==> src/rtl/rx_uart.sv <==
// rtl/rx_uart.sv - 8N1 UART receiver with mid-bit sampling, valid/ready output and frame/overrun flags.
// Optional 2-of-3 majority bit sampling is enabled by defining RX_GLITCH_FILTER_EN.
module rx_uart #(
  parameter int SYSTEM_CLK = 100_000_000,
  parameter int BAUDRATE   = 9600
) (
  input  logic       clk,
  input  logic       reset,
  input  logic       rx_in,
  input  logic       ready,
  output logic       valid,
  output logic [7:0] rx_data,
  output logic       frame_err,
  output logic       overrun
);

  localparam int CPS   = SYSTEM_CLK / BAUDRATE;
  localparam int HALF  = CPS / 2;
  localparam int CNT_W = $clog2(CPS) + 1;

  localparam logic [CNT_W-1:0] CPS_M1  = CNT_W'(CPS - 1);
  localparam logic [CNT_W-1:0] HALF_M1 = CNT_W'(HALF - 1);
  localparam logic [CNT_W-1:0] CNT_ONE = CNT_W'(1);

  typedef enum logic [2:0] {
    IDLE      = 3'd0,
    START     = 3'd1,
    DATA      = 3'd2,
    STOP      = 3'd3,
    WAIT_HIGH = 3'd4
  } state_t;

  state_t           state_q, state_d;
  logic             sync1_q, sync2_q, prev_q;
  logic [CNT_W-1:0] cnt_q, cnt_d;
  logic [2:0]       bit_idx_q, bit_idx_d;
  logic [7:0]       shift_q, shift_d;
  logic             valid_q, valid_d;
  logic [7:0]       rx_data_q, rx_data_d;
  logic             frame_err_q, frame_err_d;
  logic             overrun_q, overrun_d;
  logic             deliver;
  logic             rx_s, fall, cnt_zero, sample;

  always_ff @(posedge clk or posedge reset) begin
    if (reset) begin
      sync1_q <= 1'b1;
      sync2_q <= 1'b1;
      prev_q  <= 1'b1;
    end else begin
      sync1_q <= rx_in;
      sync2_q <= sync1_q;
      prev_q  <= sync2_q;
    end
  end

  assign rx_s     = sync2_q;
  assign fall     = prev_q & ~rx_s;
  assign cnt_zero = (cnt_q == '0);

`ifdef RX_GLITCH_FILTER_EN
  // hist_q holds the synchronized line from one and two cycles ago (counter 1 and 2 at the sample point)
  logic [1:0] hist_q;

  always_ff @(posedge clk or posedge reset) begin
    if (reset) begin
      hist_q <= 2'b11;
    end else begin
      hist_q <= {hist_q[0], rx_s};
    end
  end

  assign sample = (hist_q[1] & hist_q[0]) | (hist_q[1] & rx_s) | (hist_q[0] & rx_s);
`else
  assign sample = rx_s;
`endif

  always_ff @(posedge clk or posedge reset) begin
    if (reset) begin
      state_q <= IDLE;
    end else begin
      state_q <= state_d;
    end
  end

  always_comb begin
    state_d = state_q;
    case (state_q)
      IDLE:      if (fall) state_d = START;
      START:     if (cnt_zero) state_d = sample ? IDLE : DATA;
      DATA:      if (cnt_zero && bit_idx_q == 3'd7) state_d = STOP;
      STOP:      if (cnt_zero) state_d = sample ? IDLE : WAIT_HIGH;
      WAIT_HIGH: if (rx_s) state_d = IDLE;
      default:   state_d = IDLE;
    endcase
  end

  always_comb begin
    cnt_d       = cnt_q;
    bit_idx_d   = bit_idx_q;
    shift_d     = shift_q;
    deliver     = 1'b0;
    frame_err_d = 1'b0;
    case (state_q)
      IDLE: begin
        if (fall) cnt_d = HALF_M1;
      end
      START: begin
        if (!cnt_zero) begin
          cnt_d = cnt_q - CNT_ONE;
        end else if (!sample) begin
          cnt_d     = CPS_M1;
          bit_idx_d = 3'd0;
        end
      end
      DATA: begin
        if (!cnt_zero) begin
          cnt_d = cnt_q - CNT_ONE;
        end else begin
          shift_d   = {sample, shift_q[7:1]};
          cnt_d     = CPS_M1;
          bit_idx_d = bit_idx_q + 3'd1;
        end
      end
      STOP: begin
        if (!cnt_zero) begin
          cnt_d = cnt_q - CNT_ONE;
        end else if (sample) begin
          deliver = 1'b1;
        end else begin
          frame_err_d = 1'b1;
        end
      end
      default: ;
    endcase

    // A byte arriving while the previous one is still held is dropped, unless that one leaves this cycle
    valid_d   = valid_q;
    rx_data_d = rx_data_q;
    overrun_d = 1'b0;
    if (deliver) begin
      if (!valid_q || ready) begin
        valid_d   = 1'b1;
        rx_data_d = shift_q;
      end else begin
        overrun_d = 1'b1;
      end
    end else if (valid_q && ready) begin
      valid_d = 1'b0;
    end
  end

  always_ff @(posedge clk or posedge reset) begin
    if (reset) begin
      cnt_q       <= '0;
      bit_idx_q   <= 3'd0;
      shift_q     <= 8'h00;
      valid_q     <= 1'b0;
      rx_data_q   <= 8'h00;
      frame_err_q <= 1'b0;
      overrun_q   <= 1'b0;
    end else begin
      cnt_q       <= cnt_d;
      bit_idx_q   <= bit_idx_d;
      shift_q     <= shift_d;
      valid_q     <= valid_d;
      rx_data_q   <= rx_data_d;
      frame_err_q <= frame_err_d;
      overrun_q   <= overrun_d;
    end
  end

  assign valid     = valid_q;
  assign rx_data   = rx_data_q;
  assign frame_err = frame_err_q;
  assign overrun   = overrun_q;

endmodule
==> config.mk <==
export PLATFORM = sky130hd
export DESIGN_NAME = rx_uart
export DESIGN_NICKNAME = d
export VERILOG_FILES = /design/src/rtl/rx_uart.sv
export SDC_FILE = /design/constraint.sdc
export NUM_CORES = 1
export LEC_CHECK = 0
export CAP_MARGIN = 30
export CORE_MARGIN = 8
export CORE_UTILIZATION = 55
export DETAILED_ROUTE_END_ITERATION = 7
export GPL_TIMING_DRIVEN = 0
export HOLD_SLACK_MARGIN = 0.02
export PLACE_DENSITY = 0.75
export SLEW_MARGIN = 20
export SYNTH_ARGS = -nofsm -noshare
export SYNTH_HDL_FRONTEND = slang
export SYNTH_SLANG_ARGS = --single-unit
==> constraint.sdc <==
create_clock -name clk -period 3.9 [get_ports clk]
set_input_delay 0.78 -clock clk [delete_from_list [all_inputs] [get_ports clk]]
set_output_delay 0.78 -clock clk [all_outputs]
set_load 0.1 [all_outputs]
==> impl_metrics.toml <==
[yosys]
synth_edf_count = 0
synthCells = 203
synth-seq-area-share_pct = 49.97
synthFlopType = "dfrtp_1"
yosysWarningCount = 0
synth_cell_types = 52
synth_area_mm2 = 0.002161
synth_fp_nets = 210
synth_seq_cells = 43
syn_avg_cell_area_um2 = 10.64
ys_async_sr_fraction_pct = 100.0

[worst_setup_path]
end_kind = "register"
critPathMaxFanout = 8
arrival_ns = 2.87
required_ns = 4.08
crit_type = "register to register"
start_kind = "register"

[clocking]
cts_tree = "yes"
cts_max_level = 2
worstSkewPairLatency_ns = 0.29
cts_resized = 0
clk_pin_slew_ns = 0.08
cts_setup_buffers = 0
clockBufferDepth = 2
hold_buffers = 0
clockRootBuffer = "clkbuf_8"
cts_buffers = 5
cts.sinks = 43

[power_and_ir_drop]
power.leakage_nw = 1.104
ir_worst_vdd_mv = 0.2690
powerDensity_mw_per_mm2 = 423.7

[finish]
layout.nets = 232
n_antenna_cell = 0
area_growth_pct = 14.48
drive_above_1_share_pct = 17.26
fillers = 298
fin_cells = 274

[global_routing]
first_global_vias = 1728
grt.busiest_layer = "met2"
grt_pass1_wl_um = 8224
met3_usage_pct = 4.100
grt_overflow_total = 0
grt_max_degree = 25
met1_usage_pct = 20.53
antenna_found_initial = 0
grt_usage_pct = 16.33
gr-usage-met2_pct = 26.51

[sta]
finalSetupViolCount = 0
worstMarginPinSlew_ns = 0.9891
tns_ns = 0
hold_viol = 0
finalWorstSetupSlack_ns = 1.206
finalClockSkew_ns = 0.006285
period_needed_ns = 2.694
report.final.slew_viol_count = 0
rsz0062_at_grt = "no"
min_period_over_period_pct = 69.07
slew_headroom_pct = 33.85
max_freq_ghz = 0.3712

[place]
place.gp.congestion = 0.9028
port_buffers = 14
pre_cts_ws_ns = 1.263
hpwl_um = 3453
dp.cells = 266

[route]
drt-pass1-iter-count = 4
vias = 1729
wl_per_cell_um = 17.08
drt_iter0_drc = 130
ant_nets = 0
post_drt_via_cell_ratio = 6.310
drt_wl_total_um = 4680
drc = 0

[floorplan]
ios = 15
core-area_mm2 = 0.003716
row_count = 22
dieHeight_um = 78.68
dieArea_mm2 = 0.006191
start_util_pct = 58.15
dieWidth_um = 78.68

[status]
status = "finished, final reports clean"

[run]
drv_cap = 0

[min_path]
hold_class = "register to register"
[metal layers]
layer	vias up	part of all wire [%]	wire length (µm)
met2	55	50	2358
met1	861	42	1981
met3	5	6.3	294
li1	808	-	-
met5	-	0	0
met4	0	0.96	45
[sequential cells by signal, summed over array words and instances, names as in the netlist]
signal / flops
cnt_q: 15
shift_q: 8
bit_idx_q: 3
frame_err: 1
sync1_q: 1
state_q: 3
rx_data: 8
valid: 1
prev_q: 1
overrun: 1
rx_s: 1
[report_power, final]
group,leakage [nW],internal (mW),switching [mW]
Clock,0.0412,0.125,0.149
Sequential,0.558,0.498,0.0695
Combinational,0.505,0.0942,0.112
[layout by cell type, fill, tap and decap left out, types with 8 or more instances in the layout]
cell / n
o21ai_0: 11
nor2_1: 15
dfrtp_1: 40
nor3_1: 8
a21oi_1: 8
nand3_1: 11
nand2_1: 14
mux2_4: 8
clkdlybuf4s50_1: 14
mux2_2: 8
[area by class of cell]
type | count | area, µm² | share of cell area, %
sequential | 43 | 1080 | 43.65
multi-input combinational | 145 | 1020 | 41.22
timing repair buffer | 15 | 167.7 | 6.778
clock buffer | 6 | 72.57 | 2.934
tap | 48 | 60.06 | 2.428
buffer | 7 | 31.28 | 1.265
inverter | 8 | 30.03 | 1.214
clock inverter | 2 | 12.51 | 0.5058
[cells by family (layout without fill, tap and decap cells)]
logic type / after synthesis / count (layout) / synth area share, %
and+or+nand+nor: 74 / 74 / 18.82
adders and majority gates: 3 / 3 / 1.737
muxes: 16 / 16 / 9.728
buffers and inverters: 15 / 38 / 2.837
AOI/OAI and AO/OA: 51 / 51 / 16.50
xor gates and xnor gates: 1 / 1 / 0.4054
DFF: 43 / 43 / 49.97
[stage by stage]
stage                     hold slack, ns  utilization [%]  cell area (µm²)  total power [mW]
final                             0.3593            66.57             2474             1.048
after global routing              0.3596            66.57             2474             1.120
after CTS                         0.3587            66.57             2474             1.056
after detailed placement          0.3493            64.28             2389            0.7802
after global placement            0.3497            63.54             2361            0.7651
after floorplan                   0.3452                -             2161            0.7255
[critical path, cell delays in order, from the launching register on]
cell and delay (ns):
dfrtp_1 0.40, inv_1 0.06, ha_1 0.20, or3b_1 0.36, clkbuf_4 0.18, nor3_1 0.39, nand2_1 0.18, nor2_2 0.41
mux2_2 0.40
[synth_stat cells, types with 2 or more instances]
cell	number	area share [%]
inv_1	8	1.4
clkbuf_1	3	0.52
or3_1	2	0.58
nor2_1	15	2.6
and3_1	2	0.58
o21ba_2	2	0.93
mux2_4	8	5.6
dfrtp_1	40	46
nor3_1	8	1.9
buf_1	2	0.35
dfstp_2	3	3.6
nor4_1	3	0.87
a221oi_1	2	0.81
o211ai_1	3	1.0
ha_1	3	1.7
or4_1	2	0.69
nand3_1	11	2.5
nand2b_1	3	0.87
a31oi_1	2	0.58
nand4_1	5	1.4
a21oi_1	8	1.9
mux2_2	8	4.2
o311ai_0	2	0.81
o21ai_1	5	1.2
o21ai_0	11	2.5
o31ai_1	3	1.0
nand2_1	14	2.4
[path summary, 6_finish.rpt]
path                            slack (ns)  cells past startpoint                  from                     end
min in group asynchronous             0.80                      2                 reset  rx_data[3]$_DFFE_PP0P_
worst max-delay path                  1.21                      8  cnt_q[0]$_DFFE_PP0P_  rx_data[1]$_DFFE_PP0P_
max in group asynchronous             2.64                      3                 reset   cnt_q[10]$_DFFE_PP0P_
worst max register to register        1.21                      8  cnt_q[0]$_DFFE_PP0P_  rx_data[1]$_DFFE_PP0P_
worst min-delay path                  0.36                      0     sync1_q$_DFF_PP1_          rx_s$_DFF_PP1_
worst min register to register        0.36                      0     sync1_q$_DFF_PP1_          rx_s$_DFF_PP1_
(Power assumes the default switching activity.)
